$ cat config.mk
export PLATFORM = sky130hd
export DESIGN_NAME = float_mul_seq
export DESIGN_NICKNAME = d
export VERILOG_FILES = /design/src/rtl/float_mul_seq.sv
export SDC_FILE = /design/constraint.sdc
export NUM_CORES = 1
export LEC_CHECK = 0
export CAP_MARGIN = 0
export CORE_MARGIN = 4
export CORE_UTILIZATION = 60
export DETAILED_ROUTE_END_ITERATION = 6
export DONT_BUFFER_PORTS = 1
export GPL_TIMING_DRIVEN = 0
export PLACE_DENSITY = 0.74
export SLEW_MARGIN = 25
export SYNTH_ARGS = -nofsm -noshare
export SYNTH_HDL_FRONTEND = slang
export SYNTH_SLANG_ARGS = --single-unit
$ cat constraint.sdc
create_clock -name clk -period 13.4 [get_ports clk]
set_clock_uncertainty 0.15 [all_clocks]
set_input_delay 2.68 -clock clk [delete_from_list [all_inputs] [get_ports clk]]
set_output_delay 2.68 -clock clk [all_outputs]
set_load 0.01 [all_outputs]
$ cat src/rtl/float_mul_seq.sv
// float_mul_seq: multi-cycle IEEE-754 single-precision multiplier.
// The significand product is accumulated one multiplier bit per cycle by a
// shift-add datapath, then normalised and rounded to nearest-even in one cycle.
module float_mul_seq #(
    parameter int MANT_W = 24,
    parameter int BIAS   = 127
) (
    input  logic        clk,
    input  logic        rst,
    input  logic        start,
    input  logic [31:0] A,
    input  logic [31:0] B,
    output logic [31:0] S,
    output logic        ERR,
    output logic        busy,
    output logic        done
);

    localparam int ACC_W  = 2 * MANT_W;
    localparam int FRAC_W = MANT_W - 1;
    localparam int CNT_W  = $clog2(MANT_W);
    localparam logic signed [9:0] BIAS_S = 10'(BIAS);
    localparam logic [31:0] QNAN = 32'h7FC00000;

    typedef enum logic [1:0] {IDLE, MUL, NORM, DONE} stateT;

    stateT              state;
    logic [MANT_W-1:0]  mantA;
    logic [MANT_W-1:0]  mantB;
    logic [ACC_W-1:0]   acc;
    logic [CNT_W-1:0]   cnt;
    logic signed [9:0]  expSum;
    logic               sign;

    logic [7:0]         aExp;
    logic [7:0]         bExp;
    logic [FRAC_W-1:0]  aFrac;
    logic [FRAC_W-1:0]  bFrac;
    logic               aZero;
    logic               bZero;
    logic               aInf;
    logic               bInf;
    logic               aNan;
    logic               bNan;
    logic               opSign;
    logic               anyNan;
    logic               anyInf;
    logic               anyZero;
    logic signed [9:0]  expStart;

    logic               normHi;
    logic [FRAC_W-1:0]  fracRaw;
    logic               guardBit;
    logic               stickyBit;
    logic               roundUp;
    logic [FRAC_W:0]    fracRounded;
    logic signed [9:0]  expNorm;

    // Operand classification; denormals are treated as zero.
    assign aExp    = A[30:23];
    assign bExp    = B[30:23];
    assign aFrac   = A[FRAC_W-1:0];
    assign bFrac   = B[FRAC_W-1:0];
    assign aZero   = (aExp == 8'h00);
    assign bZero   = (bExp == 8'h00);
    assign aInf    = (aExp == 8'hFF) && (aFrac == '0);
    assign bInf    = (bExp == 8'hFF) && (bFrac == '0);
    assign aNan    = (aExp == 8'hFF) && (aFrac != '0);
    assign bNan    = (bExp == 8'hFF) && (bFrac != '0);
    assign opSign  = A[31] ^ B[31];
    assign anyNan  = aNan | bNan | (aInf & bZero) | (bInf & aZero);
    assign anyInf  = aInf | bInf;
    assign anyZero = aZero | bZero;
    assign expStart = $signed({2'b00, aExp}) + $signed({2'b00, bExp}) - BIAS_S;

    // Normalise the raw product, pick guard/sticky and round to nearest even.
    always_comb begin
        normHi = acc[ACC_W-1];
        if (normHi) begin
            fracRaw   = acc[ACC_W-2 -: FRAC_W];
            guardBit  = acc[ACC_W-2-FRAC_W];
            stickyBit = |acc[ACC_W-3-FRAC_W:0];
        end else begin
            fracRaw   = acc[ACC_W-3 -: FRAC_W];
            guardBit  = acc[ACC_W-3-FRAC_W];
            stickyBit = |acc[ACC_W-4-FRAC_W:0];
        end
        roundUp     = guardBit & (stickyBit | fracRaw[0]);
        fracRounded = {1'b0, fracRaw} + {{FRAC_W{1'b0}}, roundUp};
        expNorm     = expSum + {9'b0, normHi} + {9'b0, fracRounded[FRAC_W]};
    end

    // Control FSM with registered outputs and the shift-add datapath.
    always_ff @(posedge clk) begin
        if (rst) begin
            state  <= IDLE;
            S      <= 32'h0;
            ERR    <= 1'b0;
            busy   <= 1'b0;
            done   <= 1'b0;
            acc    <= '0;
            cnt    <= '0;
            mantA  <= '0;
            mantB  <= '0;
            expSum <= '0;
            sign   <= 1'b0;
        end else begin
            done <= 1'b0;
            case (state)
                IDLE: begin
                    if (start) begin
                        sign <= opSign;
                        if (anyNan) begin
                            S     <= QNAN;
                            ERR   <= 1'b1;
                            done  <= 1'b1;
                            state <= DONE;
                        end else if (anyInf) begin
                            S     <= {opSign, 8'hFF, 23'h0};
                            ERR   <= 1'b0;
                            done  <= 1'b1;
                            state <= DONE;
                        end else if (anyZero) begin
                            S     <= {opSign, 31'h0};
                            ERR   <= 1'b0;
                            done  <= 1'b1;
                            state <= DONE;
                        end else begin
                            mantA  <= {1'b1, aFrac};
                            mantB  <= {1'b1, bFrac};
                            acc    <= '0;
                            cnt    <= '0;
                            expSum <= expStart;
                            busy   <= 1'b1;
                            state  <= MUL;
                        end
                    end
                end
                MUL: begin
                    if (mantB[cnt]) begin
                        acc <= acc + ({{MANT_W{1'b0}}, mantA} << cnt);
                    end
                    cnt <= cnt + 1'b1;
                    if (cnt == CNT_W'(MANT_W - 1)) begin
                        state <= NORM;
                    end
                end
                NORM: begin
                    if (expNorm >= 10'sd255) begin
                        S   <= {sign, 8'hFF, 23'h0};
                        ERR <= 1'b1;
                    end else if (expNorm <= 10'sd0) begin
                        S   <= {sign, 31'h0};
                        ERR <= 1'b0;
                    end else begin
                        S   <= {sign, expNorm[7:0], fracRounded[FRAC_W-1:0]};
                        ERR <= 1'b0;
                    end
                    busy  <= 1'b0;
                    done  <= 1'b1;
                    state <= DONE;
                end
                DONE: begin
                    state <= IDLE;
                end
                default: begin
                    state <= IDLE;
                end
            endcase
        end
    end

endmodule

# Word-level counts from Yosys, hierarchy flattened
# Index checks and enable logic that the tools add are counted.
[op_classes]
add_sub_neg = 7
magnitude_cmp = 3
eq_ne = 13
n_shift = 1
mux = 45
bitwise_logic = 13
n_reduce_logical = 22
[ops]
columns = ["operator", "count"]
rows = [
  ["48-bit 2-to-1 mux", 5],
  ["32-bit 2-to-1 mux", 4],
  ["48-bit case mux with 2 select lines", 1],
  ["32-bit case mux with 2 select lines", 1],
  ["31-bit 2-to-1 mux", 2],
  ["48-bit adder", 1],
  ["24-bit by 5-bit left shift with 48-bit output", 1],
  ["23-bit logical NOT", 2],
  ["23-bit nonzero test", 2],
  ["23-bit by 1-bit adder with 24-bit output", 1],
  ["23-bit 2-to-1 mux", 1],
  ["23-bit OR reduction", 1],
  ["22-bit OR reduction", 1],
  ["10-bit by 1-bit adder with 10-bit output", 2],
  ["5-bit 2-to-1 mux", 4],
  ["8-bit equality test (second input constant)", 2],
  ["8-bit logical NOT", 2],
  ["1-bit 2-to-1 mux", 16],
  ["5-bit AND reduction", 3],
  ["2-bit inequality test (second input constant)", 6],
  ["10-bit by 9-bit >= comparator with 1-bit output (second input constant)", 1],
  ["10-bit by 1-bit <= comparator with 1-bit output (second input constant)", 1],
  ["2-bit 2-to-1 mux", 5],
  ["5-bit case mux with 2 select lines", 1],
  ["21 further kinds", 38],
]
[totals]
reg_bits = 149
inputBits = 67
out_inout_bits = 35
elab_cells = 115

# Logic depth before layout (Yosys ltp)
[depth]
ltp_word = 10
ltp_mapped = 22
ltp_nobuf = 20

# Least setup slack after synthesis
# Ideal clock, no wire load.
[synth_timing]
path_kind = "reg2reg"
from = "reg acc[47]"
to = "reg S[24]"
setup_ns = 0.086
arrival_ns = 4.561
slack_ns = 8.603
stages_incl_launch_ff = 20
path_buffers = 2
period_less_slack_ns = 4.797
path_cell_list = "dfxtp_1 -> buf_6 -> nand2b_1 -> a2111oi_4 -> and3b_1 -> buf_4 -> and4_4 -> nand3_1 -> or3b_2 -> fa_1 -> and2b_1 -> nand2_1 -> nor2_1 -> nand4_1 -> nor2_1 -> xnor2_1 -> nand2_1 -> a21o_1 -> or3_1 -> a211oi_1"
[synth_between]
elab_chain_len = 9
elab_cells_between_ends = 13
[synth_lines]
columns = ["element", "line", "source"]
rows = [
  ["start: declaration", "30", "logic [ACC_W-1:0] acc;"],
  ["start signal: assignment", "141", "acc <= acc + ({{MANT_W{1'b0}}, mantA} << cnt);"],
  ["1-bit 2-to-1 mux or 23-bit 2-to-1 mux (tied branches)", "79", "if (normHi) begin"],
  ["1-bit OR", "88", "roundUp = guardBit & (stickyBit | fracRaw[0]);"],
  ["1-bit bitwise AND", "88", ""],
  ["23-bit by 1-bit adder with 24-bit output", "89", "fracRounded = {1'b0, fracRaw} + {{FRAC_W{1'b0}}, roundUp};"],
  ["10-bit by 1-bit adder with 10-bit output (*)", "90", "expNorm = expSum + {9'b0, normHi} + {9'b0, fracRounded[FRAC_W]};"],
  ["10-bit by 1-bit <= comparator with 1-bit output", "152", "end else if (expNorm <= 10'sd0) begin"],
  ["31-bit 2-to-1 mux", "152", ""],
  ["31-bit 2-to-1 mux (*)", "149", "if (expNorm >= 10'sd255) begin"],
  ["32-bit case mux with 2 select lines (*)", "109", "case (state)"],
  ["end signal: assignment", "150", "S <= {sign, 8'hFF, 23'h0};"],
  ["end signal: assignment", "153", "S <= {sign, 31'h0};"],
  ["end signal: assignment", "156", "S <= {sign, expNorm[7:0], fracRounded[FRAC_W-1:0]};"],
  ["end: declaration", "13", "output logic [31:0] S,"],
]
# Every way passes the cells marked *; elsewhere a longest branch is shown, timed or not.
# A chain may end at the register's enable or synchronous reset.

# Final worst setup path
[layout_timing]
from = "reg acc[23]"
to = "reg S[22]"
[layout_between]
elab_chain_len = 9
elab_cells_between_ends = 11
[layout_lines]
columns = ["element", "line"]
rows = [
  ["23-bit 2-to-1 mux", "79"],
  ["1-bit OR", "88"],
  ["1-bit bitwise AND", "88"],
  ["23-bit by 1-bit adder with 24-bit output (*)", "89"],
  ["10-bit by 1-bit adder with 10-bit output", "90"],
  ["10-bit by 1-bit <= comparator with 1-bit output", "152"],
  ["31-bit 2-to-1 mux", "152"],
  ["31-bit 2-to-1 mux (*)", "149"],
  ["32-bit case mux with 2 select lines (*)", "109"],
]
# Marked as above.

==> flow_metrics.py <==
metrics = {
    "drt": {
        "count_of_antenna_violating_nets_left_after_detailed_routing": 0,
        "wire_per_inst_um": 18.9,
        "via_count": 10800,
        "first_iter_violations": 1050,
        "route.final.wire_length_mm": 32.5,
        "detailed_route_drc_error_count": 0,
        "first_pass_iters": 6,
        "vias_per_cell": 6.30,
    },
    "floorplan": {
        "starting_density_of_the_core_pct": 61.6,
        "floorplan.die.height_um": 144,
        "chipWidth_um": 144,
        "design.die.area_um2": 20800,
        "rows": 49,
        "fp.coreArea_um2": 18100,
        "boundaryPins": 102,
    },
    "global_route": {
        "grt_max_degree": 17,
        "first_global_vias": 10200,
        "grt_usage_pct": 31.5,
        "global_route.overflow_total": 0,
        "antenna_violations_before_repair": 0,
        "grt_pass1_wl_mm": 52.0,
    },
    "synthesis": {
        "syn-mean-instance-area_um2": 7.62,
        "synthArstFlopShare_pct": 0,
        "synth_cells": 1461,
        "synth_top_cells_by_area": "dfxtp_1 (27%), nand2_1 (8.0%), a21oi_1 (7.7%), ha_1 (7.6%), nor2_1 (4.3%)",
        "synthesis.area_um2": 11100,
        "ys_flop_type": "dfxtp_1",
        "synth.ff_latch_count": 148,
        "synth_sequential_area_ratio_pct": 26.6,
        "synth.distinct_cells": 81,
        "synthesis.yosys.warnings": 0,
        "synth_enable_flop_cells": 0,
        "net_count_after_synthesis": 1599,
        "netlist.top_cell.by_area": "dfxtp_1",
        "portion_of_synthesized_cell_area_occupied_by_the_leading_cell_type_pct": 26.6,
    },
    "critical_path": {
        "worst_setup_path_start_kind": "flop",
        "timing.critical_path.to_type": "flop",
        "worstPathArrival_ns": 6.30,
        "setup.worst_path.class": "flop to flop",
        "required_ns": 13.61,
        "worstPathMaxFanout": 10,
    },
    "layout": {
        "finish.net_count": 1618,
        "nFillCells": 1650,
        "insertedDiodeCount": 0,
        "drive_above_1_share_pct": 6.76,
        "area_growth_syn_to_layout_pct": 7.87,
    },
    "run": {
        "cap_violations": 0,
    },
    "clock_network": {
        "number_of_cells_upsized_or_downsized_after_cts": 0,
        "cts.sinks": 148,
        "htreeDepth": 4,
        "tritoncts.num_buffers": 17,
        "cts_hold_buf": 0,
        "latest_clock_arrival_within_the_worst_skew_pair_ns": 0.44,
        "clockRootBuffer": "clkbuf_16",
        "clk_pin_slew_ns": 0.07,
        "clockBufferDepth": 2,
        "cts_tree": "built",
        "cts_setup_buffers": 0,
    },
    "power_and_ir_drop": {
        "internal-power_mw": 0.964,
        "seq_power_share_pct": 32.9,
        "netSwitchingFraction_pct": 41.0,
        "totalPowerFinal_mw": 1.64,
        "comb_power_share_pct": 37.7,
        "clkPwrFrac_pct": 29.4,
        "leakage_nw": 4.58,
        "net_sw_power_mw": 0.671,
        "vdd_drop_max_mv": 0.113,
        "power_dens_cells_nw_per_um2": 136,
    },
    "sta": {
        "worst_slew_pin_slew_ns": 0.874,
        "tns_ns": 0,
        "setup_viol": 0,
        "grt_setup_unrepaired": "false",
        "timing.final.max_slew_violations": 0,
        "max_freq_mhz": 164,
        "layout_worst_path_cycle_share_pct": 45.4,
        "fin_hold_viols": 0,
        "timing.slew.headroom_pct": 41.7,
        "final_period_minus_worst_setup_slack_ns": 6.08,
    },
    "placement": {
        "place.port_buffers": 0,
        "place.gp.congestion": 0.977,
        "detailedPlacementHpwl_mm": 25.5,
    },
    "min_path": {
        "hold_path.class": "flop to flop",
    },
    "status": {
        "status": "finished, final reports clean",
    },
}
## layout by cell type (no fill, tap or decap), types with 21 or more instances in the layout
cell | synthesis | final
a21o_1 | 21 | 21
a21oi_1 | 171 | 171
a22oi_1 | 26 | 26
clkbuf_1 | 70 | 70
dfxtp_1 | 148 | 148
ha_1 | 68 | 68
inv_1 | 34 | 34
mux2i_1 | 36 | 36
nand2_1 | 238 | 238
nand3_1 | 51 | 51
nand4_1 | 21 | 21
nor2_1 | 128 | 128
nor4_1 | 21 | 21
o21ai_0 | 56 | 56
xnor2_1 | 46 | 46
## sequential cells by signal (all words and copies together), names as in the netlist
register  flops
done          1
state         2
expSum       10
sign          1
ERR           1
mantA        24
S            32
acc          48
busy          1
mantB        23
cnt           5
## per-stage QoR
stage	area [um^2]	setup slack, ns	instances	util [%]	hold slack [ns]
floorplan	11100	8.60	1461	-	0.283
detailed placement	11400	7.41	1690	63.2	0.295
CTS	12000	7.39	1722	66.4	0.305
global route	12000	6.95	1722	66.4	0.328
finish	12000	7.32	1722	66.4	0.303
global placement	11400	7.41	1690	63.2	0.290
## synth_stat cells (14+ instances only)
cell type,count
a211oi_1,20
a21o_1,21
a21oi_1,171
a22o_1,20
a22oi_1,26
a31oi_1,14
clkbuf_1,70
dfxtp_1,148
ha_1,68
inv_1,34
mux2_2,17
mux2i_1,36
mux4_2,17
nand2_1,238
nand2b_1,16
nand3_1,51
nand4_1,21
nor2_1,128
nor4_1,21
o21ai_0,56
o22ai_1,16
xnor2_1,46
xor2_1,16
## final cells by class
class	count	area [um^2]	area share, %
flip-flops and latches	148	2960	24.7
multi-input cells	1184	7640	63.6
well taps	229	287	2.38
clock inverters	15	165	1.37
clock buffers	17	425	3.54
plain buffers	92	392	3.26
inverters	37	139	1.16
## per-layer routing
layer / track usage (%) / share of wire, %
met1: 41.5 / 43
met2: 50.6 / 45
met3: 6.65 / 8.2
met4: 12.8 / 3.6
met5: 0 / 0
## power by group through the flow
stage	combinational, mW	clock [mW]	sequential, mW
floorplan	0.446	0	0.531
detailed placement	0.600	0	0.546
CTS	0.605	0.483	0.536
global placement	0.593	0	0.543
global route	0.677	0.503	0.544
finish	0.617	0.481	0.537
## worst max-delay path, stage by stage (launching register included)
cell and delay [ns]:
dfxtp_1 0.48, nand3_1 0.19, a2111oi_4 0.57, and3b_1 0.23
buf_4 0.16, and4_4 0.26, nand3_1 0.10, or3b_2 0.57
fa_1 0.46, and2b_1 0.29, nand2_1 0.10, nor2_1 0.31
nand4_1 0.23, nor2_1 0.16, xnor2_1 0.20, nand2_1 0.17
nor3_2 0.61, buf_2 0.35, o21ai_1 0.23, a21oi_1 0.17
## logic make-up (layout without fill, tap and decap cells)
| family | count (synthesis) | count (layout) | synth area share (%) |
|---|---|---|---|
| simple gates | 551 | 551 | 22.7 |
| compound gates | 429 | 429 | 24.4 |
| flops | 148 | 148 | 26.6 |
| buf+inv | 129 | 161 | 4.76 |
| fa+ha+maj | 71 | 71 | 8.18 |
| mux | 71 | 71 | 8.49 |
| xor+xnor | 62 | 62 | 4.88 |
## final timing paths
path	startpoint	end	slack, ns	cells after the start
worst max-delay path	acc[23]$_SDFFE_PP0P_	S[22]$_SDFFE_PP0P_	7.32	19
worst min-delay path	mantB[7]$_SDFFE_PP0P_	mantB[7]$_SDFFE_PP0P_	0.30	2
worst max register to register	acc[23]$_SDFFE_PP0P_	S[22]$_SDFFE_PP0P_	7.32	19
worst min register to register	mantB[7]$_SDFFE_PP0P_	mantB[7]$_SDFFE_PP0P_	0.30	2
Power figures use the tool's default switching activity.
